## src/rtl/next_pc_btb_predictor_pkg.sv

```systemverilog
// Shared types and constants for the fetch next-PC predictor and its BTB.
// Table geometry (entries, address width) is fixed here and sizes the entry struct.
`ifndef ADDR_WIDTH
`define ADDR_WIDTH 32
`endif

package next_pc_btb_predictor_pkg;

  localparam int PKG_ADDR_WIDTH  = `ADDR_WIDTH;
  localparam int PKG_BTB_ENTRIES = 16;
  localparam int IDX_BITS        = $clog2(PKG_BTB_ENTRIES);
  localparam int TAG_BITS        = PKG_ADDR_WIDTH - IDX_BITS - 2;

  localparam logic [1:0] CTR_WEAK_T = 2'd2;
  localparam logic [1:0] CTR_MAX    = 2'd3;

  typedef logic [PKG_ADDR_WIDTH-1:0] addr_t;

  typedef struct packed {
    logic                valid;
    logic [TAG_BITS-1:0] tag;
    addr_t               target;
    logic [1:0]          ctr;
  } btb_entry_t;

  function automatic logic [IDX_BITS-1:0] btb_idx(input addr_t a);
    return a[IDX_BITS+1:2];
  endfunction

  function automatic logic [TAG_BITS-1:0] btb_tag(input addr_t a);
    return a[PKG_ADDR_WIDTH-1:IDX_BITS+2];
  endfunction

endpackage

```

## src/rtl/next_pc_btb_predictor_btb_table.sv

```systemverilog
// Direct-mapped BTB: FETCH_WIDTH combinational lookups, one training write port.
// Writes land at the next edge with no read bypass; reset/flush clear valid bits and drop the write.
module next_pc_btb_predictor_btb_table
  import next_pc_btb_predictor_pkg::*;
#(
  parameter int FETCH_WIDTH = 2,
  parameter int BTB_ENTRIES = PKG_BTB_ENTRIES
) (
  input  logic                         clk,
  input  logic                         reset,
  input  logic                         flush_i,
  input  addr_t [FETCH_WIDTH-1:0]      rd_addr_i,
  output logic  [FETCH_WIDTH-1:0]      rd_taken_o,
  output addr_t [FETCH_WIDTH-1:0]      rd_target_o,
  input  logic                         wr_en_i,
  input  addr_t                        wr_pc_i,
  input  logic                         wr_taken_i,
  input  addr_t                        wr_target_i
);

  btb_entry_t entries_q [BTB_ENTRIES];

  for (genvar s = 0; s < FETCH_WIDTH; s++) begin : g_rd
    btb_entry_t rd_entry;
    assign rd_entry       = entries_q[btb_idx(rd_addr_i[s])];
    assign rd_taken_o[s]  = rd_entry.valid && (rd_entry.tag == btb_tag(rd_addr_i[s])) && rd_entry.ctr[1];
    assign rd_target_o[s] = rd_entry.target;
  end

  logic [IDX_BITS-1:0] wr_idx;
  btb_entry_t          wr_old;
  btb_entry_t          wr_entry_d;
  logic                wr_hit;
  logic                wr_we;

  assign wr_idx = btb_idx(wr_pc_i);
  assign wr_old = entries_q[wr_idx];
  assign wr_hit = wr_old.valid && (wr_old.tag == btb_tag(wr_pc_i));

  // Not-taken on a miss leaves the table alone; not-taken on a hit keeps the entry valid.
  always_comb begin
    wr_entry_d = wr_old;
    wr_we      = 1'b0;
    if (wr_en_i) begin
      if (wr_taken_i) begin
        wr_we = 1'b1;
        if (wr_hit) begin
          wr_entry_d.target = wr_target_i;
          if (wr_old.ctr != CTR_MAX) wr_entry_d.ctr = wr_old.ctr + 2'd1;
        end else begin
          wr_entry_d.valid  = 1'b1;
          wr_entry_d.tag    = btb_tag(wr_pc_i);
          wr_entry_d.target = wr_target_i;
          wr_entry_d.ctr    = CTR_WEAK_T;
        end
      end else if (wr_hit) begin
        wr_we = 1'b1;
        if (wr_old.ctr != 2'd0) wr_entry_d.ctr = wr_old.ctr - 2'd1;
      end
    end
  end

  always_ff @(posedge clk) begin
    if (reset || flush_i) begin
      for (int e = 0; e < BTB_ENTRIES; e++) entries_q[e].valid <= 1'b0;
    end else if (wr_we) begin
      entries_q[wr_idx] <= wr_entry_d;
    end
  end

endmodule

```

## src/rtl/next_pc_btb_predictor.sv

```systemverilog
// Fetch next-PC generator: sequential slot addresses, group truncated at the first predicted-taken slot.
// Outputs are combinational from pc_q and the BTB; redirects override stall, reset overrides all.
module next_pc_btb_predictor
  import next_pc_btb_predictor_pkg::*;
#(
  parameter int                    FETCH_WIDTH = 2,
  parameter int                    BTB_ENTRIES = PKG_BTB_ENTRIES,
  parameter int                    ADDR_WIDTH  = PKG_ADDR_WIDTH,
  parameter logic [ADDR_WIDTH-1:0] RESET_PC    = '0
) (
  input  logic                                   clk,
  input  logic                                   reset,
  input  logic                                   ext_stall,
  input  logic                                   ext_flush,
  input  logic                                   ex_redirect,
  input  logic [ADDR_WIDTH-1:0]                  ex_redirect_pc,
  input  logic                                   dec_redirect,
  input  logic [ADDR_WIDTH-1:0]                  dec_redirect_pc,
  input  logic                                   ex_update,
  input  logic [ADDR_WIDTH-1:0]                  ex_pc,
  input  logic                                   ex_taken,
  input  logic [ADDR_WIDTH-1:0]                  ex_target,
  output logic [FETCH_WIDTH-1:0][ADDR_WIDTH-1:0] guess,
  output logic [FETCH_WIDTH-1:0]                 guess_valid,
  output logic [FETCH_WIDTH-1:0]                 guesses_branch
);

  logic [ADDR_WIDTH-1:0]                  pc_q;
  logic [ADDR_WIDTH-1:0]                  pc_d;
  logic [ADDR_WIDTH-1:0]                  next_pc;
  logic [FETCH_WIDTH-1:0]                 slot_taken;
  logic [FETCH_WIDTH-1:0][ADDR_WIDTH-1:0] slot_target;
  logic                                   taken_any;
  logic [ADDR_WIDTH-1:0]                  taken_target;

  for (genvar i = 0; i < FETCH_WIDTH; i++) begin : g_slot
    assign guess[i] = pc_q + ADDR_WIDTH'(4 * i);
  end

  next_pc_btb_predictor_btb_table #(
    .FETCH_WIDTH (FETCH_WIDTH),
    .BTB_ENTRIES (BTB_ENTRIES)
  ) u_btb (
    .clk         (clk),
    .reset       (reset),
    .flush_i     (ext_flush),
    .rd_addr_i   (guess),
    .rd_taken_o  (slot_taken),
    .rd_target_o (slot_target),
    .wr_en_i     (ex_update),
    .wr_pc_i     (ex_pc),
    .wr_taken_i  (ex_taken),
    .wr_target_i (ex_target)
  );

  // Lowest taken slot wins; every slot after it falls off the predicted path.
  always_comb begin
    guess_valid    = '1;
    guesses_branch = '0;
    taken_any      = 1'b0;
    taken_target   = '0;
    for (int i = 0; i < FETCH_WIDTH; i++) begin
      if (taken_any) begin
        guess_valid[i] = 1'b0;
      end else if (slot_taken[i]) begin
        taken_any         = 1'b1;
        guesses_branch[i] = 1'b1;
        taken_target      = slot_target[i];
      end
    end
  end

  assign next_pc = taken_any ? taken_target : pc_q + ADDR_WIDTH'(4 * FETCH_WIDTH);

  always_comb begin
    pc_d = next_pc;
    if (ex_redirect)       pc_d = ex_redirect_pc;
    else if (dec_redirect) pc_d = dec_redirect_pc;
    else if (ext_stall)    pc_d = pc_q;
  end

  always_ff @(posedge clk) begin
    if (reset) pc_q <= RESET_PC;
    else       pc_q <= pc_d;
  end

endmodule

```

## config.mk

```make
export PLATFORM = sky130hd
export DESIGN_NAME = next_pc_btb_predictor
export DESIGN_NICKNAME = d
export VERILOG_FILES = /design/src/rtl/next_pc_btb_predictor_pkg.sv /design/src/rtl/next_pc_btb_predictor_btb_table.sv /design/src/rtl/next_pc_btb_predictor.sv
export SDC_FILE = /design/constraint.sdc
export NUM_CORES = 2
export LEC_CHECK = 0
export BUFFER_PORTS_ARGS = -buffer_cell sky130_fd_sc_hd__buf_4
export CAP_MARGIN = 40
export CORE_MARGIN = 10
export CORE_UTILIZATION = 50
export DETAILED_ROUTE_END_ITERATION = 10
export MAX_ROUTING_LAYER = met4
export PLACE_DENSITY = 0.79
export SYNTH_ARGS = -nofsm -noshare
export SYNTH_HDL_FRONTEND = slang
export SYNTH_HIERARCHICAL = 1
export SYNTH_SLANG_ARGS = --single-unit
export TNS_END_PERCENT = 100
```

## constraint.sdc

```tcl
create_clock -name clk -period 15.3 [get_ports clk]
set_clock_uncertainty 0.2 [all_clocks]
set_input_delay 3.06 -clock clk [delete_from_list [all_inputs] [get_ports clk]]
set_output_delay 3.06 -clock clk [all_outputs]
set_load 0.02 [all_outputs]
```

# Yosys cells after proc, flatten, opt, wreduce, memory -nomap -nowiden
# Memories as Yosys holds them, arrays and structs flattened. A register that Yosys moved wholly into a read port is not among the register bits.
# Index checks and enable logic that the tools add are counted.
# totals
reg_bits	32
latchBits	0
mem_bits_rw	976
mem_bits_ro	0
output_inout_bits	68
n_memories	1
# op_classes
add_sub_neg	4
n_mul	0
div	0
n_lt_le_gt_ge	0
eq_ne	5
n_shift	0
mux	33
bitwise	0
n_reduce_logical	8
# memory_table
memory	depth	width	read_ports	rd_ports_with_merged_regs	write_ports	line	text
u_btb.entries_q	16	61	3	1	16	next_pc_btb_predictor_btb_table.sv:21	btb_entry_t entries_q [BTB_ENTRIES];
# ops
cell	count
2-to-1 mux 32 bit	7
2-to-1 mux 61 bit	2
== test 26 bit	3
OR reduction 61 bit	1
2-to-1 mux 59 bit	1
adder 32 x 3 -> 32 bit, second input constant	1
adder 32 x 4 -> 32 bit, second input constant	1
2-to-1 mux 27 bit	1
2-to-1 mux 1 bit	13
2-to-1 mux 2 bit	6
2-to-1 mux 4 bit	3
logical AND 1 bit	5
inequality test 3 x 1 -> 1 bit, second input constant	1
adder 2 x 1 -> 2 bit, second input constant	1
inequality test 2 bit, second input constant	1
nonzero test 2 bit	1
subtractor 2 x 1 -> 2 bit, second input constant	1
logical OR 1 bit	1

# Longest topological paths before layout
# An unclocked memory read counts as a cell.
# logic_depth
ltp_word	13
ltp_mapped	22
ltp_nobuf	15

# Cells and area by module
# Netlist, hierarchy kept.
# by_module_without_submodules
module	n_inst	cells_per_inst	area_per_inst_um2	seq_area_each_um2
next_pc_btb_predictor_btb_table	1	2679	54161.9	29308.1
next_pc_btb_predictor	1	482	3397.0	640.6

# Worst setup path before layout
# Ideal clock, no wire load.
# synth_path
path_type	input to register
startpoint	input port ex_pc[3]
endpoint	memory u_btb/entries_q[12][0] (netlist name) (enable)
setup_time_ps	626
arrival_time_ps	11117
t_required_ps	14474
slack_ps	3357
stages	13
n_path_buf	4
path_cell_list	buf_6 buf_6 buf_6 mux4_2 mux2i_1 o22ai_1 a211o_1 a221oi_2 nand4_1 nor4_1 o21ai_1 buf_2 nor4_1
# synth_lines
item	line	text
start, declared	next_pc_btb_predictor.sv:20	input logic [ADDR_WIDTH-1:0] ex_pc,
end, declared	next_pc_btb_predictor_btb_table.sv:21	

# Worst setup path in the final report
# layout_path
startpoint	register pc_q[2]
endpoint	output port guesses_branch[1]
# layout_between
elab_chain_cells	7
# layout_lines
item	line	text
start, declared	next_pc_btb_predictor.sv:28	logic [ADDR_WIDTH-1:0] pc_q;
start signal, assigned	next_pc_btb_predictor.sv:84	else pc_q <= pc_d;
adder 32 x 3 -> 32 bit (*)	next_pc_btb_predictor.sv:37	assign guess[i] = pc_q + ADDR_WIDTH'(4 * i);
memory read (16 x 61 bit)	n/a	
== test 26 bit	next_pc_btb_predictor_btb_table.sv:26	assign rd_taken_o[s] = rd_entry.valid && (rd_entry.tag == btb_tag(rd_addr_i[s])) && rd_entry.ctr[1];
logical AND 1 bit	next_pc_btb_predictor_btb_table.sv:26	
logical AND 1 bit (*)	next_pc_btb_predictor_btb_table.sv:26	
net slot_taken[1]	next_pc_btb_predictor.sv:31	logic [FETCH_WIDTH-1:0] slot_taken;
2-to-1 mux 1 bit (*)	next_pc_btb_predictor.sv:65	end else if (slot_taken[i]) begin
2-to-1 mux 1 bit (*)	next_pc_btb_predictor.sv:63	if (taken_any) begin
end, declared	next_pc_btb_predictor.sv:25	output logic [FETCH_WIDTH-1:0] guesses_branch
# The timed path passes the listed nets; every way through them passes the cells marked *.

==> impl_metrics.tcl <==
set metrics [dict create \
    synth.avg_cell_area_um2 18.2 \
    p_leak_nw 20.2 \
    cts_tree "yes" \
    core_area_um2 114000 \
    finalSetupTns_ns 0 \
    ctsHoldBuffers 0 \
    relSlewSlack_pct 18.4 \
    ys_seq_area_share_pct 52.0 \
    arrival_ns 6.63 \
    die-width_um 359 \
    synth_area_um2 57600 \
    synth_edf_count 976 \
    hold_class "flop to flop" \
    wire_per_inst_um 38.0 \
    port_buffers 200 \
    clk_latency_ns 0.69 \
    multi_input_area_um2 26300 \
    crit_required_ns 12.04 \
    power_density_nw_per_um2 105 \
    grt_pass1_vias 37377 \
    htree_num_levels 3 \
    die_area_um2 129000 \
    pin_count 204 \
    grt-ovfl-total 0 \
    outcome "completed" \
    max_freq_ghz 0.101 \
    netlist.area_leader.share_pct 50.9 \
    timing.final.crit_share_pct 64.7 \
    cts_resized 0 \
    drive_above_1_share_pct 42.4 \
    grt_usage_pct 29.0 \
    first_pass_iters 7 \
    cts.reportedPaths.clkPinSlew_ns 0.06 \
    vias_per_cell 7.65 \
    final_hold_viol_count 0 \
    first_iter_violations 6758 \
    via_count 37454 \
    tightestPinTransition_ns 1.22 \
    vdd.ir_drop.worst_mv 0.0699 \
    grt_pass1_wl_mm 268 \
    utilization_pct 56.2 \
    ys.flop_type "edfxtp_1" \
    synth_common_cells "edfxtp_1 (976), mux4_2 (852), clkbuf_1 (137), nand2_1 (121), mux2i_1 (104)" \
    synth_seq_cells 1008 \
    start_util_pct 50.3 \
    synth_largest_area_cell "edfxtp_1" \
    finalWirelength_mm 186 \
    gp_congestion 0.963 \
    period_needed_ns 9.89 \
    fp-row-count 124 \
    setup_violations 0 \
    clockRootBuffer "clkbuf_16" \
    placed_cell_area_um2 61000 \
    drv_cap 0 \
    yosys_warnings 6 \
    hpwl_mm 115 \
    syn2layout_area_growth_pct 11.7 \
    rsz0062_at_grt "no" \
    synth-async-reset-ratio_pct 0 \
    nets 3436 \
    crit_type "flop to output port" \
    antenna_found_initial 9 \
    critPathMaxFanout 49 \
    yosysUniqueCellTypes 85 \
    cts_setup_buffers 0 \
    drc 0 \
    synth.top_cells.by_area "edfxtp_1 (51%), mux4_2 (33%), mux2i_1 (1.8%)" \
    cts.sinks 1008 \
    die_h_um 359 \
    start_kind "flop" \
    cts_inserted_buffers 98 \
    clockBufferDepth 3 \
    synthCells 3161 \
    synth.most_common_cell "edfxtp_1" \
    design_area_um2 64300 \
    antenna_left 0 \
    grt_max_degree 120 \
    timing.hold.ws_ns 0.348 \
    maxSlewViolCount 0 \
    synth_fp_nets 3299 \
    regArea_um2 30000 \
    worstSetupEndpointType "output port" \
    fill_cells 8241 \
]
==> cell usage in the layout (no fill, tap or decap), types with 9 or more instances in the layout <==
master     instances
xnor2_1           65
clkbuf_16        101
nand4_1           16
or3_1              9
a22oi_1           25
nor2_1            67
o22ai_1           20
nor2b_1           15
and2_1             9
mux4_2           852
nand2b_1          14
o21ai_0           56
clkinv_2          17
mux2i_1          104
mux2_2            50
o211ai_1          13
nor3_1            28
buf_4            305
nand3_1           37
buf_16             9
a221oi_1          25
nor3_2            12
clkinv_1          24
inv_1             32
nor4_1            20
diode_2           11
a21oi_1           39
edfxtp_1         976
o31ai_1           30
xor2_1            48
nand2_1          120
dfxtp_1           28
and3_1            10
a221o_1           13
bufinv_16         13
clkbuf_1          15
==> per-stage QoR <==
step,power [mW],setup slack [ns],cells
6_report,6.72,5.41,4899
4_1_cts,6.71,5.58,4888
3_3_place_gp,4.24,5.96,4680
2_1_floorplan,3.91,3.36,3161
5_1_grt,6.90,5.17,4896
3_5_place_dp,4.26,6.03,4710
==> kinds of logic (layout without fill, tap and decap cells) <==
| logic type | count (synthesis) | count (layout) | share of synthesized area [%] |
|---|---|---|---|
| AOI/OAI and AO/OA | 300 | 300 | 3.77 |
| xor gates and xnor gates | 115 | 115 | 1.75 |
| adders and majority gates | 3 | 3 | 0.0609 |
| buffers and inverters | 325 | 540 | 2.57 |
| DFF | 1008 | 1008 | 52.0 |
| muxes | 1015 | 1015 | 36.4 |
| other | 1 | 12 | 0.00652 |
| and+or+nand+nor | 394 | 394 | 3.43 |
==> cell type report <==
cell class / instances / area share (%)
antenna: 11 / 0.0428
timing repair buffer: 326 / 4.22
clock inverter: 62 / 1.03
sequential: 1008 / 46.6
inverter: 36 / 0.226
multi-input combinational: 1828 / 40.9
clock buffer: 116 / 4.02
tap: 1512 / 2.94
==> power by group <==
part	switching, mW	total [mW]	leakage (nW)	internal [mW]
clock	1.06	2.49	1.59	1.42
combinational	0.613	1.10	9.58	0.486
sequential	0.0434	3.14	9.07	3.10
total	1.72	6.72	20.2	5.00
==> final timing paths <==
kind                              start                 to  slack, ns  cells past startpoint
worst min-delay path            pc_q[0]            pc_q[0]       0.35                      2
worst max-delay path            pc_q[2]  guesses_branch[1]       5.41                     14
worst min register to register  pc_q[0]            pc_q[0]       0.35                      2
worst max register to register  pc_q[2]           pc_q[12]       7.39                     18
==> sequential cells by signal, summed over array words and instances, names as in the netlist <==
signal and flops:
u_btb/entries_q 976, pc_q 32
==> routing by layer <==
metal / share of wire, % / global-route usage, % / wire length (µm)
met4: 5.2 / 13.0 / 9610
met3: 18 / 10.6 / 32600
met1: 32 / 36.6 / 60200
met5: 0 / - / 0
met2: 45 / 42.0 / 83800
==> worst max-delay path: stages, from the launching register on <==
cell      delay (ns)
dfxtp_4         0.84
ha_4            0.66
buf_4           0.66
buf_4           0.74
buf_4           0.77
o211ai_1        0.26
o211ai_1        0.19
o21ai_0         0.19
a21oi_1         0.56
nor4_1          0.11
nand4_1         0.14
nor4_2          0.05
buf_4           0.23
nor2b_4         0.18
buf_4           0.18
No activity file was read; power rests on OpenSTA's default activity.
